### src/rtl/alu_pkg.sv
// rtl/alu_pkg.sv - shared source codes and occupancy state encoding for alu_result_collector
package alu_pkg;

    localparam int SRC_W = 2;

    // Source codes follow the ALU_FUN unit-select encoding
    localparam logic [SRC_W-1:0] SRC_ARITH = 2'b00;
    localparam logic [SRC_W-1:0] SRC_LOGIC = 2'b01;
    localparam logic [SRC_W-1:0] SRC_CMP   = 2'b10;
    localparam logic [SRC_W-1:0] SRC_SHIFT = 2'b11;

    typedef enum logic [1:0] {
        ST_EMPTY = 2'b00,
        ST_ONE   = 2'b01,
        ST_TWO   = 2'b10
    } fifo_state_t;

endpackage

### src/rtl/alu_res_fifo2.sv
// rtl/alu_res_fifo2.sv - 2-entry result FIFO with EMPTY/ONE/TWO occupancy FSM
module alu_res_fifo2
    import alu_pkg::*;
#(
    parameter int WIDTH = 18
) (
    input  logic             clk,
    input  logic             rst,
    input  logic             push,
    input  logic [WIDTH-1:0] wr_data,
    input  logic             pop,
    output logic [WIDTH-1:0] rd_data,
    output logic             valid,
    output logic             full
);

    fifo_state_t            state_q, state_d;
    logic                   wr_ptr_q, wr_ptr_d;
    logic                   rd_ptr_q, rd_ptr_d;
    logic [1:0][WIDTH-1:0]  mem_q, mem_d;
    logic                   pop_ok;
    logic                   push_ok;

    assign valid   = (state_q != ST_EMPTY);
    assign full    = (state_q == ST_TWO);
    assign rd_data = valid ? mem_q[rd_ptr_q] : '0;

    always_comb begin
        state_d  = state_q;
        wr_ptr_d = wr_ptr_q;
        rd_ptr_d = rd_ptr_q;
        mem_d    = mem_q;
        pop_ok   = pop && valid;
        // A full FIFO still accepts when the head leaves in the same cycle
        push_ok  = push && (!full || pop_ok);

        if (push_ok) begin
            mem_d[wr_ptr_q] = wr_data;
            wr_ptr_d        = ~wr_ptr_q;
        end
        if (pop_ok) begin
            rd_ptr_d = ~rd_ptr_q;
        end

        case (state_q)
            ST_EMPTY: if (push_ok) state_d = ST_ONE;
            ST_ONE: begin
                if (push_ok && !pop_ok)      state_d = ST_TWO;
                else if (pop_ok && !push_ok) state_d = ST_EMPTY;
            end
            ST_TWO:   if (pop_ok && !push_ok) state_d = ST_ONE;
            default:  state_d = ST_EMPTY;
        endcase
    end

    always_ff @(posedge clk or posedge rst) begin
        if (rst) begin
            state_q  <= ST_EMPTY;
            wr_ptr_q <= 1'b0;
            rd_ptr_q <= 1'b0;
            mem_q    <= '0;
        end else begin
            state_q  <= state_d;
            wr_ptr_q <= wr_ptr_d;
            rd_ptr_q <= rd_ptr_d;
            mem_q    <= mem_d;
        end
    end

endmodule

### src/rtl/alu_result_collector.sv
// rtl/alu_result_collector.sv - collects one-hot ALU unit results into a 2-deep ordered buffer
// Optional push statistics output STAT_CNT enabled by macro ALU_RES_STATS_EN.
module alu_result_collector
    import alu_pkg::*;
#(
    parameter int DATA_WIDTH = 16
) (
    input  logic                  CLK,
    input  logic                  RST,
    input  logic [DATA_WIDTH-1:0] Arith_OUT,
    input  logic [DATA_WIDTH-1:0] Logic_OUT,
    input  logic [DATA_WIDTH-1:0] CMP_OUT,
    input  logic [DATA_WIDTH-1:0] Shift_OUT,
    input  logic                  Arith_Flag,
    input  logic                  Logic_Flag,
    input  logic                  CMP_Flag,
    input  logic                  Shift_Flag,
    output logic [DATA_WIDTH-1:0] ALU_OUT,
    output logic [SRC_W-1:0]      ALU_SRC,
    output logic                  OUT_VALID,
    input  logic                  OUT_READY,
    output logic                  OVERFLOW,
    output logic                  MULTI_ERR,
    input  logic                  CLR_ERR
`ifdef ALU_RES_STATS_EN
    ,
    output logic [31:0]           STAT_CNT
`endif
);

    logic [2:0]                  flag_cnt;
    logic                        push_one;
    logic                        multi_set;
    logic                        ovf_set;
    logic                        pop;
    logic                        fifo_full;
    logic [SRC_W-1:0]            push_src;
    logic [DATA_WIDTH-1:0]       push_res;
    logic [DATA_WIDTH+SRC_W-1:0] rd_data;
    logic                        ovf_q, ovf_d;
    logic                        mul_q, mul_d;

    always_comb begin
        flag_cnt = 3'(Arith_Flag) + 3'(Logic_Flag) + 3'(CMP_Flag) + 3'(Shift_Flag);
        push_one = (flag_cnt == 3'd1);
        multi_set = (flag_cnt > 3'd1);
        push_src = SRC_ARITH;
        push_res = Arith_OUT;
        if (Logic_Flag) begin
            push_src = SRC_LOGIC;
            push_res = Logic_OUT;
        end else if (CMP_Flag) begin
            push_src = SRC_CMP;
            push_res = CMP_OUT;
        end else if (Shift_Flag) begin
            push_src = SRC_SHIFT;
            push_res = Shift_OUT;
        end
    end

    assign pop     = OUT_VALID && OUT_READY;
    assign ovf_set = push_one && fifo_full && !pop;

    // Set events win over a same-cycle clear
    always_comb begin
        ovf_d = ovf_q;
        mul_d = mul_q;
        if (ovf_set)      ovf_d = 1'b1;
        else if (CLR_ERR) ovf_d = 1'b0;
        if (multi_set)    mul_d = 1'b1;
        else if (CLR_ERR) mul_d = 1'b0;
    end

    always_ff @(posedge CLK or posedge RST) begin
        if (RST) begin
            ovf_q <= 1'b0;
            mul_q <= 1'b0;
        end else begin
            ovf_q <= ovf_d;
            mul_q <= mul_d;
        end
    end

    assign OVERFLOW  = ovf_q;
    assign MULTI_ERR = mul_q;

    alu_res_fifo2 #(
        .WIDTH (DATA_WIDTH + SRC_W)
    ) u_fifo (
        .clk     (CLK),
        .rst     (RST),
        .push    (push_one),
        .wr_data ({push_src, push_res}),
        .pop     (pop),
        .rd_data (rd_data),
        .valid   (OUT_VALID),
        .full    (fifo_full)
    );

    assign ALU_OUT = rd_data[DATA_WIDTH-1:0];
    assign ALU_SRC = rd_data[DATA_WIDTH+SRC_W-1:DATA_WIDTH];

`ifdef ALU_RES_STATS_EN
    logic [3:0][7:0] stat_q, stat_d;
    logic            push_acc;

    assign push_acc = push_one && (!fifo_full || pop);

    always_comb begin
        stat_d = stat_q;
        if (push_acc && (stat_q[push_src] != 8'hFF)) begin
            stat_d[push_src] = stat_q[push_src] + 8'd1;
        end
    end

    always_ff @(posedge CLK or posedge RST) begin
        if (RST) stat_q <= '0;
        else     stat_q <= stat_d;
    end

    assign STAT_CNT = stat_q;
`endif

endmodule

### config.mk
export PLATFORM = sky130hd
export DESIGN_NAME = alu_result_collector
export DESIGN_NICKNAME = d
export VERILOG_FILES = /design/src/rtl/alu_pkg.sv /design/src/rtl/alu_res_fifo2.sv /design/src/rtl/alu_result_collector.sv
export SDC_FILE = /design/constraint.sdc
export NUM_CORES = 1
export LEC_CHECK = 0
export BUFFER_PORTS_ARGS = -buffer_cell sky130_fd_sc_hd__buf_2
export CAP_MARGIN = 20
export CORE_MARGIN = 8
export CORE_UTILIZATION = 53
export CTS_CLUSTER_SIZE = 30
export DETAILED_ROUTE_END_ITERATION = 12
export PLACE_DENSITY_LB_ADDON = 0.3
export SLEW_MARGIN = 0
export SYNTH_ARGS = -nofsm -noshare
export SYNTH_HDL_FRONTEND = slang
export SYNTH_SLANG_ARGS = --single-unit
### constraint.sdc
create_clock -name CLK -period 2.65 [get_ports CLK]
set_input_delay 0.1325 -clock CLK [delete_from_list [all_inputs] [get_ports CLK]]
set_output_delay 0.1325 -clock CLK [all_outputs]
set_load 0.005 [all_outputs]
==> impl_metrics.sql, run 1 <==
INSERT INTO impl_metrics (metric_group, metric, value, unit) VALUES
('timing', 'timing_hold_violations_final', '0', ''),
('global_route', 'first_pass_grt_wire_length', '10700', 'µm'),
('critical_path', 'startpoint_kind_of_the_worst_setup_timing_path', 'primary input', ''),
('logic_synthesis', 'share_of_the_synthesized_area_in_the_top_cell_type', '41.6', '%'),
('worst_hold_path', 'min_delay_path_class', 'in -> reg', ''),
('clock_tree', 'cts_post_setup_buffers_inserted', '0', ''),
('timing', 'rsz_0062_raised_after_global_routing', 'false', ''),
('logic_synthesis', 'yosysUniqueCellTypes', '30', ''),
('timing', 'relSlewSlack', '51.7', '%'),
('route', 'drt_drc_violations_left', '0', ''),
('worst_hold_path', 'min_to', 'OVERFLOW', ''),
('critical_path', 'timing.rr.end', 'u_fifo.mem_q[32]', ''),
('power_and_ir_drop', 'power-per-cell-area', '904', 'nW/µm²'),
('finish', 'post-route-cell-area', '3220', 'µm²'),
('clock_tree', 'max-clock-path-buffers', '2', ''),
('critical_path', 'worst-r2r-cell-count', '4', ''),
('placed_design', 'gp_congestion', '0.816', ''),
('timing', 'layout_min_cycle_time', '2.35', 'ns'),
('finish', 'layout.core_utilization', '69.2', '%'),
('clock_tree', 'worstSkewPairLatency', '0.30', 'ns'),
('clock_tree', 'clk_pin_slew', '0.08', 'ns'),
('critical_path', 'worst-r2r-setup-slack', '0.92', 'ns'),
('timing', 'worst-slew-pin-transition', '0.720', 'ns'),
('logic_synthesis', 'yosysSeqAreaShare', '41.6', '%'),
('timing', 'maxClockFrequency', '0.425', 'GHz'),
('floorplan', 'start_util', '54.2', '%'),
('placed_design', 'placement.cell_area', '3100', 'µm²'),
('global_route', 'vias_in_the_first_global_route', '2178', ''),
('clock_tree', 'clockRootBuffer', 'clkbuf_8', ''),
('run_status', 'status', 'complete, no violations', ''),
('finish', 'areaGrowthSynthToFinish', '27.5', '%'),
('logic_synthesis', 'synth_area_leaders', 'dfrtp_1, mux2i_1, mux2_2, inv_1, a222oi_1', ''),
('route', 'drt.antenna.violating_nets', '0', ''),
('route', 'route.detailed.wl_per_inst', '17.0', 'µm'),
('route', 'detailroute.via_count', '2077', ''),
('logic_synthesis', 'synth_flop_cell', 'dfrtp_1', ''),
('logic_synthesis', 'number_of_enable_type_register_cells_in_the_synthesized_netlist', '0', ''),
('logic_synthesis', 'yosys.area.top_type', 'dfrtp_1', ''),
('critical_path', 'crit_path_kind', 'in -> reg', ''),
('global_route', 'use_met3', '4.73', '%'),
('global_route', 'grt_use_met2', '31.5', '%'),
('critical_path', 'cp.arrival', '2.53', 'ns'),
('clock_tree', 'cts.hold.buffers_added', '1', ''),
('clock_tree', 'cts_max_level', '2', ''),
('clock_tree', 'tritoncts', 'yes', ''),
('timing', 'portion_of_the_clock_cycle_consumed_by_the_worst_path_in_the_final_layout', '88.8', '%'),
('finish', 'design.final.nets', '407', ''),
('logic_synthesis', 'count_of_warnings_emitted_by_yosys', '0', ''),
('clock_tree', 'ctsResizeCount', '0', ''),
('finish', 'seqCellArea', '1050', 'µm²'),
('timing', 'final_max_slew_viol_count', '0', ''),
('floorplan', 'boundaryPins', '93', ''),
('critical_path', 'critPathRequiredTime', '2.83', 'ns'),
('finish', 'filler_cell_count', '364', ''),
('finish', 'drive_above_1_share', '47.3', '%'),
('power_and_ir_drop', 'peak_supply_drop', '0.397', 'mV'),
('clock_tree', 'cts_sinks', '42', ''),
('logic_synthesis', 'syn-instance-count', '229', ''),
('placed_design', 'port-buffer-count', '92', ''),
('route', 'dr.first_iter.drc_count', '119', ''),
('finish', 'area_of_the_multi_input_gates', '1240', 'µm²'),
('placed_design', 'detailed_place_hpwl', '5040', 'µm'),
('floorplan', 'core_area', '4660', 'µm²'),
('power_and_ir_drop', 'p_leak', '1.73', 'nW'),
('global_route', 'grt_antenna_before_repair', '0', ''),
('logic_synthesis', 'ys_top_cells_by_count', 'dfrtp_1, inv_1, mux2i_1', ''),
('global_route', 'globalRoute.totalOverflow', '0', ''),
('route', 'routed_wirelength', '6570', 'µm'),
('timing', 'worst_clock_skew', '0.00495', 'ns'),
('logic_synthesis', 'postSynthAreaPerCell', '11.0', 'µm²'),
('timing', 'setup_viol_count_final', '0', '');
==> routing by layer <==
layer | vias up | share of wire, %
met5 | - | 0
met4 | 0 | 0.85
met3 | 4 | 7.7
met2 | 84 | 50
met1 | 984 | 41
li1 | 1005 | -
==> worst max path at each step <==
| stage | from | endpoint | depth (start not counted) |
|---|---|---|---|
| 3_5_place_dp | Arith_Flag | u_fifo.mem_q[15] | 11 |
| 5_1_grt | Arith_Flag | u_fifo.mem_q[15] | 11 |
| 4_1_cts | Arith_Flag | u_fifo.mem_q[13] | 11 |
| 6_report | Arith_Flag | u_fifo.mem_q[13] | 11 |
| 2_1_floorplan | Logic_Flag | u_fifo.mem_q[0] | 13 |
| 3_3_place_gp | Arith_Flag | u_fifo.mem_q[15] | 11 |
==> stage by stage <==
step,setup slack (ns),TNS [ns],power (mW),hold slack (ns),cells
floorplan,-0.267,-3.85,2.01,0.240,229
CTS,0.307,0,2.94,0.0298,386
global placement,0.0550,0,2.41,0.184,377
finish,0.297,0,2.91,0.0365,386
detailed placement,0.000625,0,2.45,0.189,377
global route,0.182,0,3.11,0.0484,386
==> final cells by class <==
class | count | share of cell area (%)
clock buffers | 8 | 3.42
inverters | 42 | 5.05
multi-input cells | 133 | 38.6
flip-flops and latches | 42 | 32.6
well taps | 54 | 2.10
repair buffers | 107 | 18.2
==> flip-flops by register name (all words and copies together) (netlist names) <==
signal	flops
MULTI_ERR	1
u_fifo.mem_q	36
OVERFLOW	1
u_fifo.state_q	2
u_fifo.wr_ptr_q	1
u_fifo.rd_ptr_q	1
==> critical path, cell delays in order <==
cell,delay [ns]
buf_2,0.08
inv_1,0.07
fa_1,0.47
inv_1,0.07
ha_2,0.17
inv_1,0.05
ha_1,0.30
or3b_1,0.41
nor3_4,0.25
buf_12,0.18
mux2_2,0.35
==> report_power, final <==
group	internal (mW)	leakage, nW	switching [mW]	total (mW)
combinational	0.741	1.19	0.570	1.31
clock	0.263	0.0575	0.213	0.476
sequential	0.950	0.490	0.178	1.13
==> layout by cell type (no fill, tap or decap), drive strengths merged <==
master       netlist  final
buf                7    106
dfrtp             42     42
inv               42     41
mux2              36     36
mux2i             35     35
nor2              22     22
a222oi            15     15
clkbuf             5      8
nor3b              3      3
o21ai              3      3
ha                 3      3
nor2b              2      2
or3b               2      2
nand3              1      1
a221oi             1      1
nand4b             1      1
o221ai             1      1
nor3               1      1
a211oi             1      1
a31o               1      1
nand2b             1      1
clkinv             0      1
nand2              1      1
xnor2              1      1
o22ai              1      1
fa                 1      1
dlygate4sd3        0      1
==> kinds of logic (layout without fill, tap and decap cells) <==
kind of cell | count (synthesis) | after routing | share of synthesized area (%)
compound gates | 23 | 23 | 8.12
xor+xnor | 1 | 1 | 0.347
fa+ha+maj | 4 | 4 | 2.28
buf+inv | 54 | 157 | 9.31
flops | 42 | 42 | 41.6
mux | 71 | 71 | 31.2
simple gates | 34 | 34 | 7.13
(Power assumes the default switching activity.)
==> run 2, diff against run 1 <==
- CORE_UTILIZATION: 53 -> 41
- GPL_ROUTABILITY_DRIVEN: unset -> 0
- PLACE_DENSITY: unset -> 0.73
- PLACE_DENSITY_LB_ADDON: 0.3 -> unset
==> run 2 against run 1 <==
Net effect:
- worst hold slack gained 0.0024 ns
- combinational power is essentially flat
- setup slack lost 0.024 ns
- critical endpoint is now u_fifo.mem_q[4]
- critical path type unchanged
- largest power group unchanged
- wire length grew 3.2%
==> impl_metrics.sql, run 2 (synthesis gave the netlist of run 1 again) <==
INSERT INTO impl_metrics (metric_group, metric, value, unit) VALUES
('critical_path', 'cpPeakStageDelay', '0.47', 'ns'),
('floorplan', 'core.rowCount', '28', ''),
('clock_tree', 'cts_sinks', '42', ''),
('timing', 'fin_worst_hold_slack', '0.0389', 'ns'),
('finish', 'layout.cells.non_filler', '406', ''),
('critical_path', 'cp.arrival', '2.56', 'ns'),
('worst_hold_path', 'min_delay_path_class', 'in -> reg', ''),
('route', 'drt.antenna.violating_nets', '0', ''),
('global_route', 'first_pass_grt_wire_length', '11000', 'µm'),
('critical_path', 'cp_cell_sequence', 'buf_2, inv_1, fa_1, inv_1, ha_2, inv_1, ha_1, or3b_1, nor3_4, buf_4, mux2_4', ''),
('power_and_ir_drop', 'p_sw_share', '34.5', '%'),
('finish', 'post-route-cell-area', '3220', 'µm²'),
('floorplan', 'floorplan.die.width', '94.5', 'µm'),
('placed_design', 'detailed_place_hpwl', '5140', 'µm'),
('finish', 'layout_top_registers', 'u_fifo.mem_q: 36 flops, u_fifo.state_q: 2 flops', ''),
('global_route', 'vias_in_the_first_global_route', '2347', ''),
('timing', 'relSlewSlack', '48.0', '%'),
('run_status', 'status', 'complete, no violations', ''),
('power_and_ir_drop', 'peak_supply_drop', '0.450', 'mV'),
('route', 'vias_per_cell', '5.16', ''),
('power_and_ir_drop', 'power_report.internal_total', '1.88', 'mW'),
('critical_path', 'cp_slowest_cell', 'fa_1', ''),
('route', 'drt_drc_violations_left', '0', ''),
('finish', 'mostFrequentLayoutCell', 'buf_2', ''),
('global_route', 'gr-usage-all-layers', '15.5', '%'),
('timing', 'rsz_0062_raised_after_global_routing', 'false', ''),
('floorplan', 'core_area', '5960', 'µm²'),
('floorplan', 'die-height', '94.5', 'µm'),
('global_route', 'grt_antenna_before_repair', '0', ''),
('finish', 'drive_above_1_share', '47.1', '%'),
('timing', 'portion_of_the_clock_cycle_consumed_by_the_worst_path_in_the_final_layout', '89.7', '%'),
('route', 'detailroute.via_count', '2094', ''),
('global_route', 'globalRoute.totalOverflow', '0', ''),
('clock_tree', 'cts-buffers-inserted', '5', ''),
('finish', 'design.final.nets', '406', ''),
('placed_design', 'port-buffer-count', '92', ''),
('timing', 'final_max_slew_viol_count', '0', ''),
('critical_path', 'crit_path_kind', 'in -> reg', ''),
('finish', 'areaGrowthSynthToFinish', '27.3', '%'),
('power_and_ir_drop', 'power.switching', '0.994', 'mW'),
('floorplan', 'boundaryPins', '93', ''),
('power_and_ir_drop', 'p_seq_share', '39.1', '%'),
('critical_path', 'critPathRequiredTime', '2.83', 'ns'),
('critical_path', 'critical_path_peak_fanout', '7', ''),
('route', 'route.detailed.wl_per_inst', '16.7', 'µm'),
('timing', 'worst-slew-pin-transition', '0.775', 'ns'),
('power_and_ir_drop', 'power_frac_clock', '15.1', '%'),
('clock_tree', 'max-clock-path-buffers', '2', ''),
('timing', 'maxClockFrequency', '0.421', 'GHz'),
('timing', 'layout_min_cycle_time', '2.38', 'ns'),
('route', 'firstDrtPassIters', '5', ''),
('clock_tree', 'clk_pin_slew', '0.08', 'ns'),
('finish', 'antenna_cells', '0', ''),
('global_route', 'largest_net_degree_at_the_start_of_global_routing', '23', ''),
('placed_design', 'placement.cell_area', '3110', 'µm²'),
('power_and_ir_drop', 'p_leak', '1.72', 'nW'),
('critical_path', 'endpoint_kind', 'flip-flop', ''),
('power_and_ir_drop', 'power-per-cell-area', '894', 'nW/µm²'),
('finish', 'mostFrequentLayoutCells', 'buf_2, dfrtp_1, inv_1', ''),
('floorplan', 'floorplan.die_area', '8930', 'µm²'),
('clock_tree', 'ctsResizeCount', '0', ''),
('critical_path', 'crit_path_frequent_cell', 'inv_1', ''),
('floorplan', 'start_util', '42.4', '%'),
('power_and_ir_drop', 'fin_total_pwr', '2.88', 'mW'),
('clock_tree', 'cts.hold.buffers_added', '1', ''),
('clock_tree', 'cts_post_setup_buffers_inserted', '0', ''),
('clock_tree', 'cts_max_level', '2', ''),
('finish', 'largest_register_by_flop_count', 'u_fifo.mem_q', ''),
('clock_tree', 'clockRootBuffer', 'clkbuf_8', ''),
('finish', 'largest_register_ff_count', '36', ''),
('timing', 'timing_hold_violations_final', '0', ''),
('clock_tree', 'tritoncts', 'yes', ''),
('clock_tree', 'worstSkewPairLatency', '0.30', 'ns'),
('timing', 'worst_clock_skew', '0.00606', 'ns'),
('timing', 'setup_viol_count_final', '0', ''),
('critical_path', 'startpoint_kind_of_the_worst_setup_timing_path', 'primary input', ''),
('placed_design', 'placed_cells_incl_taps', '397', ''),
('finish', 'filler_cell_count', '557', ''),
('finish', 'layout.core_utilization', '54.0', '%'),
('route', 'routed_wirelength', '6780', 'µm'),
('power_and_ir_drop', 'combinationalPowerShare', '45.8', '%'),
('run', 'timing.max_cap.violations', '0', ''),
('route', 'dr.first_iter.drc_count', '111', '');
-- run 2: path summary, 6_finish.rpt --
path,cells past startpoint,from,end,slack (ns)
hold reg to reg,1,u_fifo.mem_q[31],u_fifo.mem_q[31],0.51
max in group asynchronous,4,RST,u_fifo.mem_q[18],1.54
min in group asynchronous,3,RST,u_fifo.mem_q[6],0.42
hold / removal,2,CLR_ERR,MULTI_ERR,0.04
setup / recovery,11,Arith_Flag,u_fifo.mem_q[4],0.27
setup reg to reg,4,u_fifo.state_q[0],u_fifo.mem_q[33],0.94
-- run 2: area by class of cell --
class	count	area, µm²	area share [%]
inverters	42	163	5.05
well taps	75	93.8	2.92
clock buffers	6	82.6	2.57
clock inverters	2	12.5	0.389
repair buffers	106	572	17.8
flip-flops and latches	42	1050	32.7
multi-input cells	133	1240	38.6
-- run 2: metal layers --
metal,share of wire [%],track usage (%)
met1,45,18.8
met2,47,26.2
met3,7.1,4.60
met4,1.2,4.29
met5,0,0
-- run 2: worst max-delay path, delay by kind of cell --
kind / cells / cell delay (ns)
AND/OR/NAND/NOR: 2 / 0.67
buffers and inverters: 5 / 0.49
multiplexers: 1 / 0.31
adder cells (fa/ha/maj): 3 / 0.94
-- run 2: through the flow --
step	setup slack, ns	TNS, ns
after global placement	0.0258	0
after global routing	0.176	0
after floorplan	-0.267	-3.85
after detailed placement	-0.0275	-0.275
after CTS	0.284	0
final	0.273	0
-- run 2: power groups by stage --
stage | clock, mW | sequential, mW | combinational [mW]
2_1_floorplan | 0 | 1.08 | 0.931
3_3_place_gp | 0 | 1.12 | 1.29
3_5_place_dp | 0 | 1.13 | 1.33
4_1_cts | 0.439 | 1.12 | 1.34
5_1_grt | 0.465 | 1.16 | 1.45
6_report | 0.435 | 1.13 | 1.32
==> run 3, diff against run 2 <==
- CORE_ASPECT_RATIO: unset -> 0.75
- PLACE_DENSITY: 0.73 -> unset
- PLACE_DENSITY_LB_ADDON: unset -> 0.3
==> run 3 against run 2 <==
Net effect:
- utilization up 0.71 points
- setup slack better by 0.040 ns
- total power down 0.79%
- worst hold slack better by 0.012 ns
- largest power group unchanged
- largest cell class unchanged
- combinational power about the same
- wire length down 0.41%
- sequential share of layout area about the same
- clock-buffer cell count up 1
- non-clock buffer count up 1
- die area up 0.29%
- clock power down 5.3%
- critical endpoint is now u_fifo.mem_q[15]
==> impl_metrics.sql, run 3 (synthesis gave the netlist of run 1 again) <==
INSERT INTO impl_metrics (metric_group, metric, value, unit) VALUES
('floorplan', 'start_util', '42.9', '%'),
('placed_design', 'place_worst_setup_slack', '-0.00672', 'ns'),
('timing', 'final.setup.worst_slack', '0.314', 'ns'),
('route', 'drt.antenna.violating_nets', '0', ''),
('finish', 'mostFrequentLayoutCells', 'buf_2, dfrtp_1, inv_1', ''),
('route', 'drt_drc_violations_left', '0', ''),
('finish', 'areaGrowthSynthToFinish', '27.5', '%'),
('finish', 'drive_above_1_share', '47.0', '%'),
('global_route', 'largest_net_degree_at_the_start_of_global_routing', '26', ''),
('route', 'detailroute.via_count', '2037', ''),
('route', 'route.detailed.wl_per_inst', '16.5', 'µm'),
('placed_design', 'port-buffer-count', '92', ''),
('worst_hold_path', 'min_delay_path_class', 'in -> reg', ''),
('clock_tree', 'worstSkewPairLatency', '0.29', 'ns'),
('placed_design', 'detailed_place_hpwl', '5350', 'µm'),
('route', 'dr.first_iter.drc_count', '123', ''),
('timing', 'maxClockFrequency', '0.428', 'GHz'),
('floorplan', 'core_area', '5890', 'µm²'),
('finish', 'mostFrequentLayoutCell', 'buf_2', ''),
('timing', 'rsz_0062_raised_after_global_routing', 'false', ''),
('timing', 'final_max_slew_viol_count', '0', ''),
('global_route', 'grt_use_met2', '24.1', '%'),
('timing', 'portion_of_the_clock_cycle_consumed_by_the_worst_path_in_the_final_layout', '88.2', '%'),
('global_route', 'top_usage_layer', 'met2', ''),
('global_route', 'grt_antenna_before_repair', '0', ''),
('finish', 'largest_register_ff_count', '36', ''),
('clock_tree', 'cts_max_level', '2', ''),
('timing', 'accumulated_negative_setup_slack', '0', 'ns'),
('finish', 'layout.cells.non_filler', '410', ''),
('run_status', 'status', 'complete, no violations', ''),
('floorplan', 'floorplan.die.width', '107', 'µm'),
('route', 'firstDrtPassIters', '6', ''),
('finish', 'post-route-cell-area', '3220', 'µm²'),
('clock_tree', 'tritoncts', 'yes', ''),
('power_and_ir_drop', 'p_leak', '1.72', 'nW'),
('timing', 'worst_clock_skew', '0.00148', 'ns'),
('global_route', 'first_pass_grt_wire_length', '11000', 'µm'),
('finish', 'largest_register_by_flop_count', 'u_fifo.mem_q', ''),
('run', 'timing.max_cap.violations', '0', ''),
('finish', 'design.final.nets', '407', ''),
('critical_path', 'endpoint_kind', 'flip-flop', ''),
('timing', 'worst-slew-pin-transition', '0.897', 'ns'),
('placed_design', 'placed_cells_incl_taps', '401', ''),
('timing', 'setup_viol_count_final', '0', ''),
('global_route', 'globalRoute.totalOverflow', '0', ''),
('timing', 'timing_hold_violations_final', '0', ''),
('critical_path', 'cp.arrival', '2.51', 'ns'),
('global_route', 'vias_in_the_first_global_route', '2193', ''),
('finish', 'antenna_cells', '0', ''),
('critical_path', 'critPathRequiredTime', '2.83', 'ns'),
('floorplan', 'core.rowCount', '24', ''),
('critical_path', 'startpoint_kind_of_the_worst_setup_timing_path', 'primary input', ''),
('route', 'vias_per_cell', '4.97', ''),
('critical_path', 'critical_path_peak_fanout', '7', ''),
('clock_tree', 'cts_sinks', '42', ''),
('floorplan', 'boundaryPins', '93', ''),
('clock_tree', 'cts_post_setup_buffers_inserted', '0', ''),
('global_route', 'gr-usage-all-layers', '15.1', '%'),
('global_route', 'use_met3', '4.94', '%'),
('finish', 'layout_top_registers', 'u_fifo.mem_q: 36 flops, u_fifo.state_q: 2 flops', ''),
('route', 'routed_wirelength', '6750', 'µm'),
('power_and_ir_drop', 'peak_supply_drop', '0.300', 'mV'),
('clock_tree', 'clk_pin_slew', '0.07', 'ns'),
('power_and_ir_drop', 'power-per-cell-area', '886', 'nW/µm²'),
('floorplan', 'die-height', '84.0', 'µm'),
('timing', 'fin_worst_hold_slack', '0.0509', 'ns'),
('placed_design', 'placement.cell_area', '3120', 'µm²'),
('clock_tree', 'clockRootBuffer', 'clkbuf_8', ''),
('timing', 'relSlewSlack', '39.8', '%'),
('clock_tree', 'max-clock-path-buffers', '2', ''),
('clock_tree', 'cts-buffers-inserted', '5', ''),
('finish', 'filler_cell_count', '539', ''),
('floorplan', 'floorplan.die_area', '8960', 'µm²'),
('timing', 'layout_min_cycle_time', '2.34', 'ns'),
('global_route', 'globalRouteMet1Util', '19.0', '%'),
('critical_path', 'crit_path_kind', 'in -> reg', '');
run 3: changes by cell type in the layout (fill, tap and decap cells not counted), sizes merged:
cell      previous run  this run
buf                105       106
clkbuf               6         7
clkinvlp             1         0
run 3: worst paths after layout:
kind / start / depth (start not counted) / endpoint / slack (ns)
max: Arith_Flag / 11 / u_fifo.mem_q[15] / 0.31
min: CLR_ERR / 2 / OVERFLOW / 0.05
max reg2reg: u_fifo.state_q[0] / 4 / u_fifo.mem_q[24] / 0.93
min reg2reg: u_fifo.mem_q[14] / 1 / u_fifo.mem_q[14] / 0.51
max in group asynchronous: RST / 4 / u_fifo.mem_q[32] / 1.50
min in group asynchronous: RST / 3 / u_fifo.mem_q[34] / 0.47
run 3: what timing repair did:
item | in CTS | in global routing
setup endpoints to repair | 0 | 0
hold buffers | 1 | 0
endpoints found under the hold margin | 24 | 0
resized for setup | 0 | 0
run 3: metrics by stage:
stage          total power [mW]  utilization, %
2_1_floorplan              2.01               -
3_3_place_gp               2.42            53.0
3_5_place_dp               2.47            53.0
4_1_cts                    2.90            54.7
5_1_grt                    3.07            54.7
6_report                   2.86            54.7
run 3: critical path, cell delays in order:
cell and delay (ns):
buf_2 0.08, inv_1 0.07, fa_1 0.47, inv_1 0.07
ha_2 0.18, inv_1 0.04, ha_1 0.29, or3b_1 0.41
nor3_4 0.23, buf_4 0.19, mux2_2 0.34
run 3: where the power goes:
part	switching (mW)	internal (mW)
Clock	0.202	0.210
Combinational	0.579	0.735
Sequential	0.179	0.950
run 3: layer usage:
metal,wire length [µm],vias up
li1,-,1000
met1,2990,962
met4,55,0
met3,576,5
met2,3130,70
met5,0,-
run 3: layout make-up:
type	instances	area, µm²	share of cell area [%]
multi-input combinational	133	1240	38.6
tap	78	97.6	3.03
timing repair buffer	107	576	17.9
inverter	42	163	5.05
clock inverter	1	5.00	0.155
clock buffer	7	86.3	2.68
sequential	42	1050	32.6
